File: config.mk
export PLATFORM = sky130hd
export DESIGN_NAME = wb_burst_master
export DESIGN_NICKNAME = d
export VERILOG_FILES = /design/src/rtl/wb_burst_master.sv
export SDC_FILE = /design/constraint.sdc
export NUM_CORES = 1
export LEC_CHECK = 0
export ABC_CLOCK_PERIOD_IN_PS = 1850
export BUFFER_PORTS_ARGS = -buffer_cell sky130_fd_sc_hd__buf_2
export CORE_MARGIN = 2
export CORE_UTILIZATION = 42
export CTS_CLUSTER_DIAMETER = 100
export DETAILED_ROUTE_END_ITERATION = 8
export MAX_ROUTING_LAYER = met4
export PLACE_DENSITY = 0.86
export SYNTH_ARGS = -nofsm -noshare
export SYNTH_HDL_FRONTEND = slang
export SYNTH_SLANG_ARGS = --single-unit
File: constraint.sdc
create_clock -name wb_clk_i -period 1.85 [get_ports wb_clk_i]
set_clock_uncertainty 0.2 [all_clocks]
set_input_delay 0.185 -clock wb_clk_i [delete_from_list [all_inputs] [get_ports wb_clk_i]]
set_output_delay 0.185 -clock wb_clk_i [all_outputs]
set_load 0.005 [all_outputs]
File: src/rtl/wb_burst_master.sv
// Wishbone B3 incrementing-burst initiator fed by a command stream, a write-data stream and a read-data stream.
// Optional stall watchdog with err_timeout output: define WB_MASTER_TIMEOUT_EN.
module wb_burst_master #(
    parameter int dw = 32,
    parameter int aw = 26,
    parameter int bl = 5
) (
    input  logic            wb_clk_i,
    input  logic            wb_rst_i,
    input  logic            cmd_valid,
    output logic            cmd_ready,
    input  logic            cmd_we,
    input  logic [aw-1:0]   cmd_addr,
    input  logic [bl-1:0]   cmd_bl,
    input  logic [dw-1:0]   wdata,
    input  logic            wdata_valid,
    output logic            wdata_ready,
    output logic [dw-1:0]   rdata,
    output logic            rdata_valid,
    output logic            busy,
`ifdef WB_MASTER_TIMEOUT_EN
    output logic            err_timeout,
`endif
    output logic            wb_cyc_o,
    output logic            wb_stb_o,
    output logic            wb_we_o,
    output logic [aw-1:0]   wb_addr_o,
    output logic [dw-1:0]   wb_dat_o,
    output logic [dw/8-1:0] wb_sel_o,
    output logic [2:0]      wb_cti_o,
    input  logic            wb_ack_i,
    input  logic [dw-1:0]   wb_dat_i
);

    typedef enum logic [1:0] {
        IDLE,
        WR,
        RD
    } state_t;

    localparam logic [aw-1:0] ADDR_STEP = aw'(dw / 8);
    localparam logic [bl:0]   ONE_BEAT  = (bl + 1)'(1);
    localparam logic [bl:0]   MAX_BEATS = {1'b1, {bl{1'b0}}};

    state_t        state;
    state_t        state_next;
    logic [bl:0]   remaining;
    logic          we_q;
    logic          cmd_fire;
    logic          beat_done;
    logic          last_beat;
    logic          timeout_hit;
    logic          addr_lsb_unused;

    assign addr_lsb_unused = ^cmd_addr[1:0];

    assign cmd_fire  = cmd_valid & cmd_ready;
    assign beat_done = wb_stb_o & wb_ack_i;
    assign last_beat = (remaining == ONE_BEAT);

    assign busy     = (state != IDLE);
    assign wb_cyc_o = (state != IDLE);
    assign wb_we_o  = wb_cyc_o & we_q;
    assign wb_sel_o = {(dw / 8){wb_stb_o}};
    assign wb_cti_o = wb_stb_o ? (last_beat ? 3'b111 : 3'b010) : 3'b000;

    always_ff @(posedge wb_clk_i) begin
        if (wb_rst_i)
            state <= IDLE;
        else
            state <= state_next;
    end

    // A new write beat is taken when the bus is free or the current beat is being acked mid-burst.
    always_comb begin
        state_next  = state;
        cmd_ready   = 1'b0;
        wdata_ready = 1'b0;
        case (state)
            IDLE: begin
                cmd_ready = ~wb_rst_i;
                if (cmd_valid && !wb_rst_i)
                    state_next = cmd_we ? WR : RD;
            end
            WR: begin
                wdata_ready = wdata_valid && (!wb_stb_o || (wb_ack_i && !last_beat));
                if (beat_done && last_beat)
                    state_next = IDLE;
            end
            RD: begin
                if (beat_done && last_beat)
                    state_next = IDLE;
            end
            default: state_next = IDLE;
        endcase
        if (timeout_hit)
            state_next = IDLE;
    end

    always_ff @(posedge wb_clk_i) begin
        if (wb_rst_i) begin
            wb_addr_o   <= '0;
            wb_dat_o    <= '0;
            wb_stb_o    <= 1'b0;
            we_q        <= 1'b0;
            remaining   <= '0;
            rdata       <= '0;
            rdata_valid <= 1'b0;
        end else begin
            rdata_valid <= 1'b0;
            if (cmd_fire) begin
                wb_addr_o <= {cmd_addr[aw-1:2], 2'b00};
                we_q      <= cmd_we;
                remaining <= (cmd_bl == '0) ? MAX_BEATS : {1'b0, cmd_bl};
                wb_stb_o  <= ~cmd_we;
            end else begin
                if (beat_done) begin
                    remaining <= remaining - ONE_BEAT;
                    wb_addr_o <= wb_addr_o + ADDR_STEP;
                    if (state == RD) begin
                        rdata       <= wb_dat_i;
                        rdata_valid <= 1'b1;
                    end
                end
                // Reads strobe continuously; writes strobe only while a fetched beat is outstanding.
                if (wdata_ready) begin
                    wb_dat_o <= wdata;
                    wb_stb_o <= 1'b1;
                end else if (beat_done) begin
                    wb_stb_o <= (state == RD) && !last_beat;
                end
                if (timeout_hit)
                    wb_stb_o <= 1'b0;
            end
        end
    end

`ifdef WB_MASTER_TIMEOUT_EN
    logic [9:0] wd_cnt;

    // Fires on the 1023rd consecutive stalled strobe cycle, when the count would reach 1023.
    assign timeout_hit = wb_stb_o && !wb_ack_i && (wd_cnt == 10'd1022);

    always_ff @(posedge wb_clk_i) begin
        if (wb_rst_i) begin
            wd_cnt      <= '0;
            err_timeout <= 1'b0;
        end else begin
            err_timeout <= timeout_hit;
            if (beat_done || timeout_hit)
                wd_cnt <= '0;
            else if (wb_stb_o)
                wd_cnt <= wd_cnt + 10'd1;
        end
    end
`else
    assign timeout_hit = 1'b0;
`endif

endmodule

==> reports/results.ini <==
[status]
outcome=finished with violations
failed_checks=negative setup slack

[synth]
ys_warn_count=0
share_of_the_synthesized_area_in_the_top_cell_type_pct=45.9
synth_enable_flop_cells=0
syn_avg_cell_area_um2=7.99
synthArstFlopShare_pct=0
ys_top_cells_by_count=sky130_fd_sc_hd__dfxtp_1, sky130_fd_sc_hd__nand2_1, sky130_fd_sc_hd__a21oi_1
synth-seq-cells=99
synth.yosys.seq_area_share_pct=45.9
yosys_most_used_dff=sky130_fd_sc_hd__dfxtp_1
synth.distinct_cells=41
mappedNetlistArea_mm2=0.00431
synth_top_cells_by_area=sky130_fd_sc_hd__dfxtp_1, sky130_fd_sc_hd__a21oi_1, sky130_fd_sc_hd__nand2_1
yosysMostFrequentCell=sky130_fd_sc_hd__dfxtp_1
syn_inst=540
synth_top_cell_by_area=sky130_fd_sc_hd__dfxtp_1

[grt]
grt_start_max_net_pins=103
globalRouteTotalUtil_pct=28.9
top_usage_layer=met2
groute.layer.met1.usage_pct=32.6
antenna_violations_before_repair=0
use_met3_pct=4.58
grt_pass1_wl_um=25300
globalRouteOverflowTotal=0
grt_util_met2_pct=48.6
via_count_of_the_first_global_routing_pass=5310

[power]
sw_frac_of_total_pct=28.1
power-per-cell-area_mw_per_mm2=637
power.sequential.fraction_pct=49.0
clock_power_share_pct=30.1
internal_power_mw=3.38
share_comb_of_total_power_pct=20.9
power_leakage_nw=3.18
report.power.total_mw=4.70
vdd_drop_max_mv=0.519
net_switching_component_of_the_power_mw=1.32

[placement]
routabilityCongestion=0.854
place.port_buffers=200
post-place-ws_ns=-0.0680
dp_hpwl_um=8600

[routing]
antenna_violating_nets_remaining=0
detail_route.iter0.violations=466
drt-wirelength-per-cell_um=17.6
first_pass_drt_iterations=5
route.final.wire_length_um=17600
vias_per_cell=5.47
num_vias=5465
drc=0

[timing]
hold_viol_final=0
worst-slew-pin-transition_ns=0.511
final_max_slew_viol_count=0
rsz_0062_raised_after_global_routing=yes
postLayoutSetupSlackWorst_ns=-0.0928
timing.slew.headroom_pct=65.9
period_needed_ns=1.94
setup-violations-final=15
maxClockFrequency_ghz=0.515
post-route-period-util_pct=105

[layout]
final_layout_size_suffix_gt1_share_pct=39.5
area_delta_synth_final_pct=71.1
antennaDiodeCount=0
finish.net_count=968

[setup_path]
crit_required_ns=1.46
cp-start-kind=register
critPathMaxFanout=4
crit_type=reg2out
end_kind=output pin
timing.critical_path.arrival_ns=1.56
reg2reg_depth=4

[floorplanning]
count_of_pins_on_the_block_boundary=205
floorplan.die.height_um=105
placementRows=36
initial_core_util_pct=43.7
area_of_the_core_mm2=0.00986
dieArea_mm2=0.0111
die-width_um=105

[clock_tree]
cts_max_level=3
total_clock_buffers_created_by_cts=9
cts.root.buffer_cell=sky130_fd_sc_hd__clkbuf_8
clock_latency_ns=0.36
tritoncts_clock_tree=built
cts.clk_slew.worst_paths_ns=0.09
clkSinkCount=99
ctsLongestPathBuffers=2

[min_path]
hold_depth=3
hold_path.class=in2reg

[run]
max_cap_violations=0

## layer usage
metal / routed length, um / vias to the layer above / share of wire (%)
met4: 926 / 0 / 5.3
li1: - / 2522 / -
met5: 0 / - / 0
met3: 1270 / 81 / 7.2
met1: 6700 / 2509 / 38
met2: 8730 / 353 / 50
## layout by cell type, fill, tap and decap left out, types with 8 or more instances in the layout
cell type / instances
sky130_fd_sc_hd__xor2_1: 8
sky130_fd_sc_hd__nand3_1: 39
sky130_fd_sc_hd__o21ai_0: 33
sky130_fd_sc_hd__dfxtp_1: 83
sky130_fd_sc_hd__a21oi_1: 67
sky130_fd_sc_hd__buf_4: 49
sky130_fd_sc_hd__clkbuf_8: 9
sky130_fd_sc_hd__dfxtp_2: 11
sky130_fd_sc_hd__dlygate4sd3_1: 95
sky130_fd_sc_hd__nand2_1: 80
sky130_fd_sc_hd__inv_1: 9
sky130_fd_sc_hd__buf_2: 197
sky130_fd_sc_hd__a211oi_1: 17
sky130_fd_sc_hd__xnor2_1: 9
sky130_fd_sc_hd__nor2_1: 36
## power groups by stage
stage / clock, mW / combinational, mW / sequential (mW)
finish: 1.41 / 0.983 / 2.31
global route: 1.49 / 1.05 / 2.31
CTS: 1.43 / 0.854 / 2.29
detailed placement: 0 / 0.659 / 2.33
global placement: 0 / 0.649 / 2.33
floorplan: 0 / 0.306 / 2.36
## state kept, by name, summed over array words and instances (netlist names)
| signal | count |
|---|---|
| wb_dat_o | 32 |
| wb_addr_o | 24 |
| wb_stb_o | 1 |
| rdata | 32 |
| rdata_valid | 1 |
| we_q | 1 |
| state | 2 |
| remaining | 6 |
## path summary, 6_finish.rpt
| path | from | end | slack, ns |
|---|---|---|---|
| max reg2reg | wb_addr_o[5] | wb_addr_o[23] | -0.09 |
| min reg2reg | we_q | we_q | 0.25 |
| max | remaining[1] | wb_cti_o[2] | -0.09 |
| min | wb_rst_i | we_q | 0.15 |
## kinds of logic (layout without fill, tap and decap cells)
logic type	after synthesis	count (layout)	share of synthesized area, %
compound gates	148	148	20.0
other cells	1	2	0.0869
fa+ha+maj	6	6	1.74
simple gates	205	205	22.2
flops	99	99	45.9
buf+inv	63	388	6.35
xor+xnor	18	18	3.65
## worst max-delay path: stages, from the launching register on
cell and delay, ns:
sky130_fd_sc_hd__dfxtp_2 0.34, sky130_fd_sc_hd__inv_2 0.07, sky130_fd_sc_hd__ha_4 0.13, sky130_fd_sc_hd__nor3b_4 0.22, sky130_fd_sc_hd__nand3_2 0.12, sky130_fd_sc_hd__inv_2 0.12, sky130_fd_sc_hd__buf_12 0.11, sky130_fd_sc_hd__buf_6 0.09
## through the flow
step / cell area, um^2 / instances / TNS, ns / util (%) / hold WS [ns]
after global placement: 5700 / 865 / -0.0631 / 57.8 / 0.225
after CTS: 7020 / 988 / -0.114 / 71.2 / 0.138
after detailed placement: 5700 / 865 / -0.709 / 57.8 / 0.231
after global routing: 7380 / 999 / -2.93 / 74.8 / 0.189
after floorplan: 4370 / 541 / -0.123 / - / 0.0712
final: 7380 / 999 / -0.780 / 74.8 / 0.147
## layout make-up
class	instances	area, um^2
multi-input combinational	379	2310
fill	642	2480
tap	133	166
clock inverter	6	65.1
inverter	12	45.0
timing repair buffer	360	2650
sequential	99	2010
clock buffer	10	128
## timing repair
| item | in CTS | in global routing |
|---|---|---|
| pin swaps | 3 | 21 |
| endpoints found under the hold margin | 97 | 0 |
| gates cloned | 1 | 5 |
| setup buffers | 11 | 9 |
| gates resized for setup | 23 | 55 |
| endpoints found under the setup margin | 51 | 87 |
| hold buffers | 95 | 0 |
No activity file was read; power rests on OpenSTA's default activity.
